File: config.mk
export PLATFORM = sky130hd
export DESIGN_NAME = multicycle_control_unit
export DESIGN_NICKNAME = d
export VERILOG_FILES = /design/src/rtl/multicycle_control_unit.sv
export SDC_FILE = /design/constraint.sdc
export NUM_CORES = 1
export LEC_CHECK = 0
export ABC_AREA = 1
export BUFFER_PORTS_ARGS = -buffer_cell sky130_fd_sc_hd__buf_2
export CAP_MARGIN = 0
export CELL_PAD_IN_SITES_DETAIL_PLACEMENT = 0
export CELL_PAD_IN_SITES_GLOBAL_PLACEMENT = 2
export CORE_MARGIN = 2
export CORE_UTILIZATION = 29
export CTS_BUF_LIST = sky130_fd_sc_hd__clkbuf_2 sky130_fd_sc_hd__clkbuf_4 sky130_fd_sc_hd__clkbuf_8
export DETAILED_ROUTE_END_ITERATION = 12
export PLACE_DENSITY_LB_ADDON = 0.08
export SYNTH_ARGS = -nofsm -noshare
export SYNTH_HDL_FRONTEND = slang
export SYNTH_SLANG_ARGS = --single-unit
File: constraint.sdc
create_clock -name clock -period 2.1 [get_ports clock]
set_clock_uncertainty 0.15 [all_clocks]
set_input_delay 0.42 -clock clock [delete_from_list [all_inputs] [get_ports clock]]
set_output_delay 0.42 -clock clock [all_outputs]
set_load 0.02 [all_outputs]
File: src/rtl/multicycle_control_unit.sv
// Multi-cycle MIPS control unit: Moore FSM sequencing fetch/decode/execute/memory/writeback
// with optional memory-ready wait states, illegal-opcode flag and retired-instruction counter.
module multicycle_control_unit #(
    parameter int unsigned OP_WIDTH      = 6,
    parameter int unsigned CNT_WIDTH     = 16,
    parameter int unsigned USE_MEM_READY = 1
) (
    input  logic                 clock,
    input  logic                 reset,
    input  logic [OP_WIDTH-1:0]  op,
    input  logic                 memReady,
    output logic                 pcWrite,
    output logic                 pcWriteCond,
    output logic                 branchNe,
    output logic                 iorD,
    output logic                 memRead,
    output logic                 memWrite,
    output logic                 irWrite,
    output logic                 memToReg,
    output logic                 regDest,
    output logic                 regWrite,
    output logic                 aluSrcA,
    output logic [1:0]           aluSrcB,
    output logic [1:0]           aluOP,
    output logic [1:0]           pcSource,
    output logic [3:0]           state,
    output logic                 illegalOp,
    output logic [CNT_WIDTH-1:0] instrCount
);

    localparam logic [5:0] OP_RTYPE = 6'h00;
    localparam logic [5:0] OP_J     = 6'h02;
    localparam logic [5:0] OP_BEQ   = 6'h04;
    localparam logic [5:0] OP_BNE   = 6'h05;
    localparam logic [5:0] OP_ADDI  = 6'h08;
    localparam logic [5:0] OP_SLTI  = 6'h0a;
    localparam logic [5:0] OP_LW    = 6'h23;
    localparam logic [5:0] OP_SW    = 6'h2b;

    typedef enum logic [3:0] {
        S_FETCH    = 4'd0,
        S_DECODE   = 4'd1,
        S_MEMADR   = 4'd2,
        S_MEMREAD  = 4'd3,
        S_MEMWB    = 4'd4,
        S_MEMWRITE = 4'd5,
        S_EXEC     = 4'd6,
        S_RWB      = 4'd7,
        S_BRANCH   = 4'd8,
        S_JUMP     = 4'd9,
        S_IEXEC    = 4'd10,
        S_IWB      = 4'd11
    } state_t;

    state_t     state_q;
    state_t     state_d;
    logic [5:0] op_reg;
    logic [5:0] op_lo;
    logic       ready;
    logic       retire;

    assign op_lo = 6'(op);
    // With the handshake disabled every access completes in its first cycle.
    assign ready = memReady | (USE_MEM_READY == 0);
    assign state = state_q;

    // Instructions retire on the return to FETCH from a final state.
    always_comb begin
        retire = 1'b0;
        if (state_d == S_FETCH) begin
            case (state_q)
                S_MEMWB, S_MEMWRITE, S_RWB, S_BRANCH, S_JUMP, S_IWB: retire = 1'b1;
                default: retire = 1'b0;
            endcase
        end
    end

    always_ff @(posedge clock or negedge reset) begin
        if (!reset) begin
            state_q    <= S_FETCH;
            op_reg     <= 6'd0;
            instrCount <= '0;
        end else begin
            state_q <= state_d;
            if (state_q == S_DECODE) begin
                op_reg <= op_lo;
            end
            if (retire) begin
                instrCount <= instrCount + CNT_WIDTH'(1);
            end
        end
    end

    // Next state and Moore outputs; write enables are forced low while reset is held.
    always_comb begin
        state_d     = S_FETCH;
        pcWrite     = 1'b0;
        pcWriteCond = 1'b0;
        branchNe    = 1'b0;
        iorD        = 1'b0;
        memRead     = 1'b0;
        memWrite    = 1'b0;
        irWrite     = 1'b0;
        memToReg    = 1'b0;
        regDest     = 1'b0;
        regWrite    = 1'b0;
        aluSrcA     = 1'b0;
        aluSrcB     = 2'b00;
        aluOP       = 2'b00;
        pcSource    = 2'b00;
        illegalOp   = 1'b0;

        case (state_q)
            S_FETCH: begin
                memRead = 1'b1;
                aluSrcB = 2'b01;
                irWrite = ready;
                pcWrite = ready;
                state_d = ready ? S_DECODE : S_FETCH;
            end
            S_DECODE: begin
                aluSrcB = 2'b11;
                case (op_lo)
                    OP_RTYPE:         state_d = S_EXEC;
                    OP_LW, OP_SW:     state_d = S_MEMADR;
                    OP_BEQ, OP_BNE:   state_d = S_BRANCH;
                    OP_J:             state_d = S_JUMP;
                    OP_ADDI, OP_SLTI: state_d = S_IEXEC;
                    default: begin
                        state_d   = S_FETCH;
                        illegalOp = 1'b1;
                    end
                endcase
            end
            S_MEMADR: begin
                aluSrcA = 1'b1;
                aluSrcB = 2'b10;
                state_d = (op_reg == OP_LW) ? S_MEMREAD : S_MEMWRITE;
            end
            S_MEMREAD: begin
                memRead = 1'b1;
                iorD    = 1'b1;
                state_d = ready ? S_MEMWB : S_MEMREAD;
            end
            S_MEMWB: begin
                memToReg = 1'b1;
                regWrite = 1'b1;
                state_d  = S_FETCH;
            end
            S_MEMWRITE: begin
                memWrite = 1'b1;
                iorD     = 1'b1;
                state_d  = ready ? S_FETCH : S_MEMWRITE;
            end
            S_EXEC: begin
                aluSrcA = 1'b1;
                aluOP   = 2'b10;
                state_d = S_RWB;
            end
            S_RWB: begin
                regDest  = 1'b1;
                regWrite = 1'b1;
                state_d  = S_FETCH;
            end
            S_BRANCH: begin
                aluSrcA     = 1'b1;
                aluOP       = 2'b01;
                pcWriteCond = 1'b1;
                pcSource    = 2'b01;
                branchNe    = (op_reg == OP_BNE);
                state_d     = S_FETCH;
            end
            S_JUMP: begin
                pcWrite  = 1'b1;
                pcSource = 2'b10;
                state_d  = S_FETCH;
            end
            S_IEXEC: begin
                aluSrcA = 1'b1;
                aluSrcB = 2'b10;
                aluOP   = 2'b11;
                state_d = S_IWB;
            end
            S_IWB: begin
                regWrite = 1'b1;
                state_d  = S_FETCH;
            end
            default: state_d = S_FETCH;
        endcase

        if (!reset) begin
            pcWrite     = 1'b0;
            pcWriteCond = 1'b0;
            irWrite     = 1'b0;
            memRead     = 1'b0;
            memWrite    = 1'b0;
            regWrite    = 1'b0;
            illegalOp   = 1'b0;
        end
    end

endmodule

==> results.md <==
* Run status: complete, no violations
* Area leader, netlist: sky130_fd_sc_hd__dfrtp_1
* Fill cell count at 647
* Total CTS buffers at 3
* Kind of start point of the critical path: flop
* Total half-perimeter wirelength after legalization and detailed placement at 3790 um
* Setup slack of the worst register-to-register path at ~0.10 ns
* Warnings from Yosys at 0
* Root buffer cell: sky130_fd_sc_hd__clkbuf_8
* Initial antenna violation count at 0
* Seq cells post-synth at 26
* Net count of the mapped netlist at 270
* Req. time, crit path at roughly 1.5 ns
* Post-Syn Area at ~0.0018 sq mm
* Maximum level of the CTS H-tree at 1
* Most common cell after layout, fill and taps aside: sky130_fd_sc_hd__nand2_1
* Area Growth Syn to Fin at 39.2%
* Router iterations before antenna repair at 4
* Number of library cell types mapped by synthesis at 24
* Cell row count at 28
* # DRC at 0
* Number of antenna diodes at 0
* Max FFs per register at 16
* Number of global-route vias before repair at 1,737
* Met3 routing resource usage after global routing at 0.0278
* Signal arrival time at the worst endpoint at around 1.5 ns
* Post-Synthesis Mean Instance Area at around 6.9 sq um
* Capturing element type of the critical path: output port
* Combined global-route utilization of all metal layers at 0.150
* Setup repair after global routing missed its margin: true
* Share of final-layout standard cells stronger than drive strength 1 at 0.345
* Core area at between 0.005 and 0.006 sq mm
* Max-capacitance violation count at 0
* Clock tree buffer depth at 2
* Number of endpoints with negative hold slack in the final report at 0
* Count of antenna-violating nets left after detailed routing at 0
* Total Neg Setup Slack at 0 ns
* I/O Buffers at 46
* Part of the Yosys area used for sequential elements at 0.360
* Most frequent cells in the layout: sky130_fd_sc_hd__nand2_1, sky130_fd_sc_hd__buf_2, sky130_fd_sc_hd__nor2_1, sky130_fd_sc_hd__buf_4, sky130_fd_sc_hd__inv_1
* M2 GR Usage at 0.223
* Drt wl/cell at approximately 13 um
* Tmin final at 2.06 ns
* Final-layout worst hold slack at 0.240 ns
* Setup-failing EPs final at 0
* Area of the die at 0.00687 sq mm
* Total power consumption of the routed design at 1.78 mW
* Height of the die at 82.9 um
* Max-slew violation count at 0
* Clock insertion delay at the later pin of the skew report at about 0.27 ns
* Max-Slew Margin vs Limit at 0.611
* Clock tree from TritonCTS: done
* Grt peak-use layer: met1
* Horizontal die dimension at 82.9 um
* Leftover overflow at the end of global routing at 0
* GRT met1 Usage at 0.230
* DRC violation total after the first TritonRoute iteration at just over 60
* Routability congestion estimate at 0.761
* Critical Path Fanout Max at 5
* Fin crit share at 0.980
* Transition time at the pin with the least slew margin at 0.581 ns
* Yosys top cell area share at 0.360
* Final Routed Wirelength at 5260 um
* Via count at 1,870
* Largest net degree at the start of global routing at 20
* Wire length of the first global-routing pass at about 8600 um
* CTS Sinks at 26
* Pre-CTS setup slack at -0.233 ns
* Areal power density over the cells at roughly 710 mW/mm^2
* Number of top-level pins at 47
* Mean number of vias per cell at 4.55
* Path category of the worst min-delay check: in -> reg
* Fmax at 0.486 GHz
* Final layout net count at 347
* Highest ir drop seen on vdd at 681 uV
* Register clock-pin slew on the reported worst setup and hold paths at 0.10 ns
* Leakage power of the design at 1.39 nW
* Worst Setup Slack, final at 0.0412 ns
* Initial core utilization at 0.303
* Number of instances in the synthesized netlist at 260
* Type of the worst setup path: reg -> out
* Top cells by area, synth: sky130_fd_sc_hd__dfrtp_1, sky130_fd_sc_hd__nand2_1, sky130_fd_sc_hd__nand4_1, sky130_fd_sc_hd__nor2_1, sky130_fd_sc_hd__inv_1
-- path summary, 6_finish.rpt --
check,startpoint,to,cells after the start
setup / recovery,state[2]$_DFF_PN0_,pcWrite,5
hold / removal,op[5],op_reg[5]$_DFFE_PN0P_,3
setup reg to reg,state[0]$_DFF_PN0_,instrCount[7]$_DFFE_PN0P_,11
hold reg to reg,instrCount[14]$_DFFE_PN0P_,instrCount[14]$_DFFE_PN0P_,2
max in group asynchronous,reset,state[0]$_DFF_PN0_,3
min in group asynchronous,reset,instrCount[6]$_DFFE_PN0P_,3
-- layout make-up --
type                       count  area, sq um  share of cell area
inverter                      32          125              0.0498
multi-input combinational    196         1040               0.415
tap                           75         93.8              0.0373
clock inverter                 1         30.0              0.0119
timing repair buffer          78          524               0.209
sequential                    26          656               0.261
clock buffer                   3         41.3              0.0164
-- metrics by stage --
step	utilization	instance area, sq um	std cells
5_1_grt	0.422	2510	411
3_3_place_gp	0.375	2230	395
3_5_place_dp	0.375	2230	395
6_report	0.422	2510	411
4_1_cts	0.405	2410	407
2_1_floorplan	-	1820	260
-- cell families after synthesis --
kind of cell	synth area share
simple gates	0.460
buf+inv	0.105
compound gates	0.0291
flops	0.360
fa+ha+maj	0.00693
xor+xnor	0.0388
-- synth_stat cells --
library cell	n
sky130_fd_sc_hd__a21oi_1	1
sky130_fd_sc_hd__buf_2	1
sky130_fd_sc_hd__buf_4	1
sky130_fd_sc_hd__buf_6	5
sky130_fd_sc_hd__dfrtp_1	26
sky130_fd_sc_hd__ha_1	1
sky130_fd_sc_hd__inv_1	28
sky130_fd_sc_hd__inv_2	4
sky130_fd_sc_hd__nand2_1	74
sky130_fd_sc_hd__nand2_2	8
sky130_fd_sc_hd__nand2_4	2
sky130_fd_sc_hd__nand3_1	16
sky130_fd_sc_hd__nand3_2	1
sky130_fd_sc_hd__nand3b_1	2
sky130_fd_sc_hd__nand4_1	21
sky130_fd_sc_hd__nor2_1	34
sky130_fd_sc_hd__nor2_2	5
sky130_fd_sc_hd__nor2_4	3
sky130_fd_sc_hd__nor3_1	9
sky130_fd_sc_hd__nor4_1	1
sky130_fd_sc_hd__o21a_1	1
sky130_fd_sc_hd__o21ai_0	8
sky130_fd_sc_hd__xnor2_1	3
sky130_fd_sc_hd__xor2_1	5
-- metal layers --
| metal | share of wire | vias up | wire length [um] |
|---|---|---|---|
| met5 | 0 | - | 0 |
| met1 | 0.52 | 833 | 2730 |
| li1 | - | 996 | - |
| met4 | 0.0051 | 0 | 27 |
| met2 | 0.44 | 39 | 2300 |
| met3 | 0.038 | 2 | 201 |
-- power breakdown --
group          internal [mW]  total, mW  switching, mW
Sequential             0.588      0.670         0.0824
Clock                  0.255      0.422          0.167
Combinational          0.272      0.692          0.419
Total                   1.12       1.78          0.669
-- worst max-delay path, cell delays in order, from the launching register on --
cell and delay, ns:
sky130_fd_sc_hd__dfrtp_2 0.47, sky130_fd_sc_hd__nor2_4 0.17, sky130_fd_sc_hd__nand2_1 0.09, sky130_fd_sc_hd__nor2_1 0.18
sky130_fd_sc_hd__o21a_1 0.16, sky130_fd_sc_hd__buf_2 0.16
-- repair_timing --
action / 4_1_cts / 5_1_grt
setup buffers: 4 / 4
hold endpoints to repair: 9 / 0
pin swaps: 4 / 6
gates resized for setup: 12 / 18
endpoints found under the setup margin: 19 / 24
gates cloned: 1 / 0
hold buffers: 3 / 0
Power figures use the tool's default switching activity.
